--- config.mk ---
export PLATFORM = sky130hd
export DESIGN_NAME = mac_scheduler
export DESIGN_NICKNAME = d
export VERILOG_FILES = /design/src/rtl/mac_scheduler.sv
export SDC_FILE = /design/constraint.sdc
export NUM_CORES = 1
export LEC_CHECK = 0
export BUFFER_PORTS_ARGS = -buffer_cell sky130_fd_sc_hd__buf_2
export CORE_ASPECT_RATIO = 0.6
export CORE_MARGIN = 3
export CORE_UTILIZATION = 38
export CTS_CLUSTER_SIZE = 12
export DETAILED_ROUTE_END_ITERATION = 8
export GPL_ROUTABILITY_DRIVEN = 0
export HOLD_SLACK_MARGIN = 0.03
export PLACE_DENSITY_LB_ADDON = 0.25
export SYNTH_ARGS = -nofsm -noshare
export SYNTH_HDL_FRONTEND = slang
export SYNTH_SLANG_ARGS = --single-unit
export TNS_END_PERCENT = 1
--- constraint.sdc ---
create_clock -name clk -period 2.4 [get_ports clk]
set_input_delay 0.24 -clock clk [delete_from_list [all_inputs] [get_ports clk]]
set_output_delay 0.24 -clock clk [all_outputs]
set_load 0.1 [all_outputs]
--- src/rtl/mac_scheduler.sv ---
// mac_scheduler: round-robin arbiter that time-shares one external MAC
// (latency 3, CLEAR loads the product) among N requesters. It computes one
// dot product per job and returns the result through a valid/ready port.
//
// Handshake semantics: a transfer happens on a rising clk edge where valid
// and ready are both high. A producer holding valid keeps its payload stable
// until that edge. Operands use in_valid[i]/in_ready[i]; results use
// res_valid/res_ready. res_id, res_data and res_valid hold until accepted.
//
// Every output except res_data is a flop. A state's drive is therefore
// visible in the cycle after the edge that decided it. As a result, DRAIN
// is entered on the last accepting edge, and its two MAC-enable cycles
// appear on the outputs during the two cycles that follow.
module mac_scheduler #(
    parameter int N  = 4,
    parameter int DW = 16,
    parameter int AW = 42,
    localparam int IW = (N > 1) ? $clog2(N) : 1
) (
    input  logic            clk,
    input  logic            reset_n,
    input  logic [N-1:0]    req,
    input  logic [8*N-1:0]  len,
    input  logic [DW*N-1:0] a_in,
    input  logic [DW*N-1:0] b_in,
    input  logic [N-1:0]    in_valid,
    output logic [N-1:0]    in_ready,
    output logic            mac_en,
    output logic            mac_clear,
    output logic [DW-1:0]   mac_a,
    output logic [DW-1:0]   mac_b,
    input  logic [AW-1:0]   mac_acc,
    output logic            res_valid,
    input  logic            res_ready,
    output logic [IW-1:0]   res_id,
    output logic [AW-1:0]   res_data,
    output logic            busy
);

    typedef enum logic [1:0] {
        S_IDLE   = 2'd0,
        S_STREAM = 2'd1,
        S_DRAIN  = 2'd2,
        S_RESULT = 2'd3
    } state_t;

    state_t          state_q, state_d;
    logic [IW-1:0]   ptr_q, ptr_d;
    logic [IW-1:0]   grant_q, grant_d;
    logic [7:0]      len_q, len_d;
    logic [7:0]      cnt_q, cnt_d;
    logic [1:0]      drain_q, drain_d;
    logic            zero_job_q, zero_job_d;
    logic [N-1:0]    in_ready_q, in_ready_d;
    logic            res_valid_q, res_valid_d;
    logic            mac_en_q, mac_en_d;
    logic            mac_clear_q, mac_clear_d;
    logic [DW-1:0]   mac_a_q, mac_a_d;
    logic [DW-1:0]   mac_b_q, mac_b_d;

    logic            win_found;
    logic [IW-1:0]   win_idx;
    logic [7:0]      win_len;
    logic [DW-1:0]   gnt_a;
    logic [DW-1:0]   gnt_b;

    // Round-robin pick: first set req at or after ptr, wrapping. The loop
    // runs from the farthest offset down, so the nearest hit wins.
    always_comb begin
        win_found = 1'b0;
        win_idx   = '0;
        for (int i = N - 1; i >= 0; i--) begin
            if (req[(int'(ptr_q) + i) % N]) begin
                win_found = 1'b1;
                win_idx   = IW'((int'(ptr_q) + i) % N);
            end
        end
    end

    assign win_len = len[8*int'(win_idx) +: 8];
    assign gnt_a   = a_in[DW*int'(grant_q) +: DW];
    assign gnt_b   = b_in[DW*int'(grant_q) +: DW];

    // Next-state and next-output logic for the job sequencer.
    always_comb begin
        state_d     = state_q;
        ptr_d       = ptr_q;
        grant_d     = grant_q;
        len_d       = len_q;
        cnt_d       = cnt_q;
        drain_d     = drain_q;
        zero_job_d  = zero_job_q;
        in_ready_d  = in_ready_q;
        res_valid_d = res_valid_q;
        mac_en_d    = 1'b0;
        mac_clear_d = 1'b0;
        mac_a_d     = '0;
        mac_b_d     = '0;
        case (state_q)
            S_IDLE: begin
                if (win_found) begin
                    grant_d = win_idx;
                    len_d   = win_len;
                    cnt_d   = '0;
                    if (win_len == 8'd0) begin
                        // Empty job: report zero without touching the MAC.
                        state_d     = S_RESULT;
                        zero_job_d  = 1'b1;
                        res_valid_d = 1'b1;
                    end else begin
                        state_d    = S_STREAM;
                        zero_job_d = 1'b0;
                        in_ready_d = N'(1) << win_idx;
                    end
                end
            end
            S_STREAM: begin
                if (in_valid[grant_q] && in_ready_q[grant_q]) begin
                    mac_en_d    = 1'b1;
                    mac_clear_d = (cnt_q == 8'd0);
                    mac_a_d     = gnt_a;
                    mac_b_d     = gnt_b;
                    cnt_d       = cnt_q + 8'd1;
                    if ((cnt_q + 8'd1) == len_q) begin
                        state_d    = S_DRAIN;
                        in_ready_d = '0;
                        drain_d    = '0;
                    end
                end
            end
            S_DRAIN: begin
                // Two enable cycles with zero operands push the last product
                // through the remaining MAC stages.
                if (drain_q == 2'd2) begin
                    state_d     = S_RESULT;
                    res_valid_d = 1'b1;
                end else begin
                    mac_en_d = 1'b1;
                    drain_d  = drain_q + 2'd1;
                end
            end
            S_RESULT: begin
                if (res_ready) begin
                    state_d     = S_IDLE;
                    res_valid_d = 1'b0;
                    ptr_d       = (grant_q == IW'(N - 1)) ? '0 : grant_q + IW'(1);
                end
            end
            default: begin
                state_d = S_IDLE;
            end
        endcase
    end

    // State and registered outputs; reset abandons any job in flight.
    always_ff @(posedge clk or negedge reset_n) begin
        if (!reset_n) begin
            state_q     <= S_IDLE;
            ptr_q       <= '0;
            grant_q     <= '0;
            len_q       <= '0;
            cnt_q       <= '0;
            drain_q     <= '0;
            zero_job_q  <= 1'b0;
            in_ready_q  <= '0;
            res_valid_q <= 1'b0;
            mac_en_q    <= 1'b0;
            mac_clear_q <= 1'b0;
            mac_a_q     <= '0;
            mac_b_q     <= '0;
        end else begin
            state_q     <= state_d;
            ptr_q       <= ptr_d;
            grant_q     <= grant_d;
            len_q       <= len_d;
            cnt_q       <= cnt_d;
            drain_q     <= drain_d;
            zero_job_q  <= zero_job_d;
            in_ready_q  <= in_ready_d;
            res_valid_q <= res_valid_d;
            mac_en_q    <= mac_en_d;
            mac_clear_q <= mac_clear_d;
            mac_a_q     <= mac_a_d;
            mac_b_q     <= mac_b_d;
        end
    end

    assign in_ready  = in_ready_q;
    assign mac_en    = mac_en_q;
    assign mac_clear = mac_clear_q;
    assign mac_a     = mac_a_q;
    assign mac_b     = mac_b_q;
    assign res_valid = res_valid_q;
    assign res_id    = grant_q;
    // The MAC holds its accumulator while mac_en is low in RESULT, so the
    // accumulator can be passed straight through.
    assign res_data  = (res_valid_q && !zero_job_q) ? mac_acc : '0;
    assign busy      = (state_q != S_IDLE);

endmodule

==> results.json <==
{
  "final_util_pct": 69.62,
  "grt_pass1_vias": 4789,
  "cp-end-kind": "flop",
  "synth_cells": 396,
  "slew_headroom_pct": 56.97,
  "fmax_mhz": 356.2,
  "synthTopCellsByArea": "dfrtp_1 38%, mux4_2 18%, and3_1 7.6%",
  "power_density_mw_per_mm2": 1405,
  "hp-start": "res_ready",
  "finalClockSkew_ns": 0.008815,
  "syn_area_per_cell_um2": 10.66,
  "switching_power_uw": 5488,
  "crit_arrival_ns": 3.04,
  "die_area_mm2": 0.01245,
  "drcViolationCount": 0,
  "netlist.top_cell.by_area": "dfrtp_1",
  "worstReg2RegStart": "ptr_q[1]",
  "track_usage_pct": 24.82,
  "period_needed_ns": 2.807,
  "yosys_warnings": 0,
  "num_vias": 4631,
  "ant_nets": 0,
  "ys_ff_latch": 64,
  "diodes": 0,
  "worstMarginPinSlew_ns": 0.6455,
  "setup_viol": 7,
  "grt_start_max_net_pins": 43,
  "grt_pass1_wl_um": 24380,
  "nFillCells": 802,
  "synth-xor-area-share_pct": 2.282,
  "p_leak_uw": 0.003787,
  "async_reset_ff_share_pct": 100.0,
  "max-clock-path-buffers": 2,
  "synthMuxAreaShare_pct": 19.12,
  "row_count": 29,
  "p_clk_share_pct": 12.4,
  "dieWidth_um": 142.1,
  "hold_path_class": "in -> reg",
  "place_hpwl_um": 12760,
  "initial_core_util_pct": 39.44,
  "setup_slack_ns": -0.4073,
  "violations": "negative setup slack",
  "drive_gt1_share_pct": 60.41,
  "r2r_slack_ns": -0.41,
  "placedCellCount": 843,
  "status": "complete, but fails checks",
  "drt_iter0_markers": 274,
  "synth-seq-area-share_pct": 37.94,
  "rsz0062_at_grt": "true",
  "synth_top_area_share_pct": 37.94,
  "maxCapViolations": 0,
  "synth_cell_types": 47,
  "io_pins": 297,
  "clockRootBuffer": "clkbuf_16",
  "worstRegToRegCells": 11,
  "synth_compound_area_share_pct": 11.50,
  "pwr-share-comb_pct": 72.7,
  "cts_made_buffers": 9,
  "overflow": 0,
  "peakVddDrop_mv": 0.9564,
  "finalMaxSlewViolations": 0,
  "timing.rr.end": "res_valid",
  "synthFlopType": "dfrtp_1",
  "cts.htree.levels": 3,
  "avgViaCountPerCell": 5.329,
  "synth_nets": 618,
  "critPathKind": "reg -> reg",
  "internal-power_uw": 4985,
  "fin_crit_sh_pct": 117.0,
  "syn2layout_area_growth_pct": 76.53,
  "yosys.area_share.simple_pct": 21.90,
  "holdPathStages": 3,
  "wl_um": 16660,
  "wl_per_cell_um": 19.17,
  "hold_viol": 0,
  "holdPathEnd": "ptr_q[0]",
  "required_ns": 2.64,
  "syn_area_mm2": 0.004222,
  "design.core.area_mm2": 0.01070,
  "first_pass_iters": 4,
  "worstSkewPairLatency_ns": 0.32,
  "fin_nets": 947,
  "cts_sinks": 64,
  "p_seq_share_pct": 14.8,
  "fin_cells": 869,
  "synth_edf_count": 0,
  "swShare_pct": 52.40,
  "antenna_found_initial": 0,
  "cts_tree": "yes",
  "synthAdderAreaFrac_pct": 2.667,
  "synth_top_family_by_area": "simple AND/OR/NAND/NOR gates",
  "portBuffers": 296,
  "yosysMostFrequentCell": "dfrtp_1",
  "die-height_um": 87.65,
  "crit_fanout": 16,
  "crit_path_start_kind": "flop",
  "netlist_top_cells_count": "64 x dfrtp_1, 51 x and3_1, 42 x and2_1",
  "path_clk_slew_ns": 0.05
}
## layout make-up
type	count	area [um^2]	area share, %
Multi-Input combinational cell	289	2786	37.39
Inverter	16	60.06	0.8059
Timing Repair Buffer	345	2519	33.80
Clock inverter	3	40.04	0.5373
Clock buffer	13	260.3	3.492
Sequential cell	64	1613	21.64
Tap cell	139	173.9	2.334
## worst max-delay path by stage
stage	from	end	slack (ns)	cells past startpoint
3_3_place_gp	ptr_q[0]	in_ready[0]	-0.26	8
2_1_floorplan	ptr_q[1]	in_ready[0]	-0.12	9
4_1_cts	ptr_q[1]	in_ready[0]	-0.31	8
3_5_place_dp	ptr_q[0]	in_ready[3]	-0.52	8
6_report	ptr_q[1]	res_valid	-0.41	11
5_1_grt	ptr_q[1]	in_ready[2]	-0.43	10
## power groups by stage
stage / Combinational (uW) / Sequential [uW] / Clock (uW)
after floorplan: 4100 / 2250 / 0
after global placement: 6840 / 1540 / 0
after detailed placement: 7020 / 1560 / 0
after CTS: 7270 / 1540 / 1320
after global routing: 8000 / 1590 / 1380
final: 7620 / 1550 / 1300
## metrics by stage
stage | instance area (um^2) | TNS (ns) | hold slack (ns) | setup slack, ns | total power (uW)
6_report | 7452 | -1.990 | 0.2450 | -0.4073 | 10470
5_1_grt | 7452 | -2.655 | 0.2671 | -0.4303 | 10960
4_1_cts | 7238 | -1.674 | 0.2391 | -0.3083 | 10130
3_5_place_dp | 6753 | -2.839 | 0.1873 | -0.5151 | 8580
3_3_place_gp | 6753 | -1.409 | 0.1824 | -0.2580 | 8389
2_1_floorplan | 4290 | -4.327 | -0.05559 | -0.1247 | 6348
## placed cells by master, fill, tap and decap left out, drive strengths merged, types with 9 or more instances in the layout
cell type and instances:
xnor2 9, dfrtp 64, o21ai 12, inv 16, nand2 34, nor2 10
o31ai 13, clkbuf 13, ha 9, a211oi 16, buf 344, mux4 33
and2 42, and3 52
## state kept, by name, indices dropped and copies added (netlist names)
signal and cells:
mac_a 16, res_id 2, ptr_q 2, mac_b 16
res_valid 1, mac_en 1, cnt_q 8, mac_clear 1
zero_job_q 1, len_q 8, drain_q 2, state_q 2
in_ready 4
## layer usage
metal / global-route usage, % / part of all wire, % / wire length, um / up-vias
met5: 0 / 0 / 0 / -
met4: 5.923 / 0.94 / 157 / 0
met3: 5.837 / 5.5 / 916 / 14
met2: 43.77 / 53 / 8850 / 170
met1: 31.29 / 40 / 6731 / 2335
li1: - / - / - / 2112
## worst max-delay path: stages (launching register included)
cell and delay (ns):
dfrtp_2 0.43, and3b_2 0.23, o21ai_4 0.07, buf_12 0.15, buf_12 0.14, and3_1 0.20
a211oi_4 0.27, o22ai_2 0.14, o41ai_1 0.60, buf_4 0.22, a31oi_1 0.08, a31oi_1 0.18
## kinds of logic after synthesis
logic type                 after synthesis
muxes                                   39
buffers and inverters                   45
AOI/OAI and AO/OA                       66
xor gates and xnor gates                11
DFF                                     64
and+or+nand+nor                        162
adders and majority gates                9
## timing repair
| action | 4_1_cts | 5_1_grt |
|---|---|---|
| pin swaps | 5 | 18 |
| cloned | 1 | 2 |
| setup endpoints to repair | 8 | 9 |
| setup buffers | 4 | 2 |
| hold endpoints to repair | 16 | 0 |
| hold buffers | 1 | 0 |
| gates resized for setup | 23 | 28 |
Note: power is estimated with default switching activity, not from simulation.
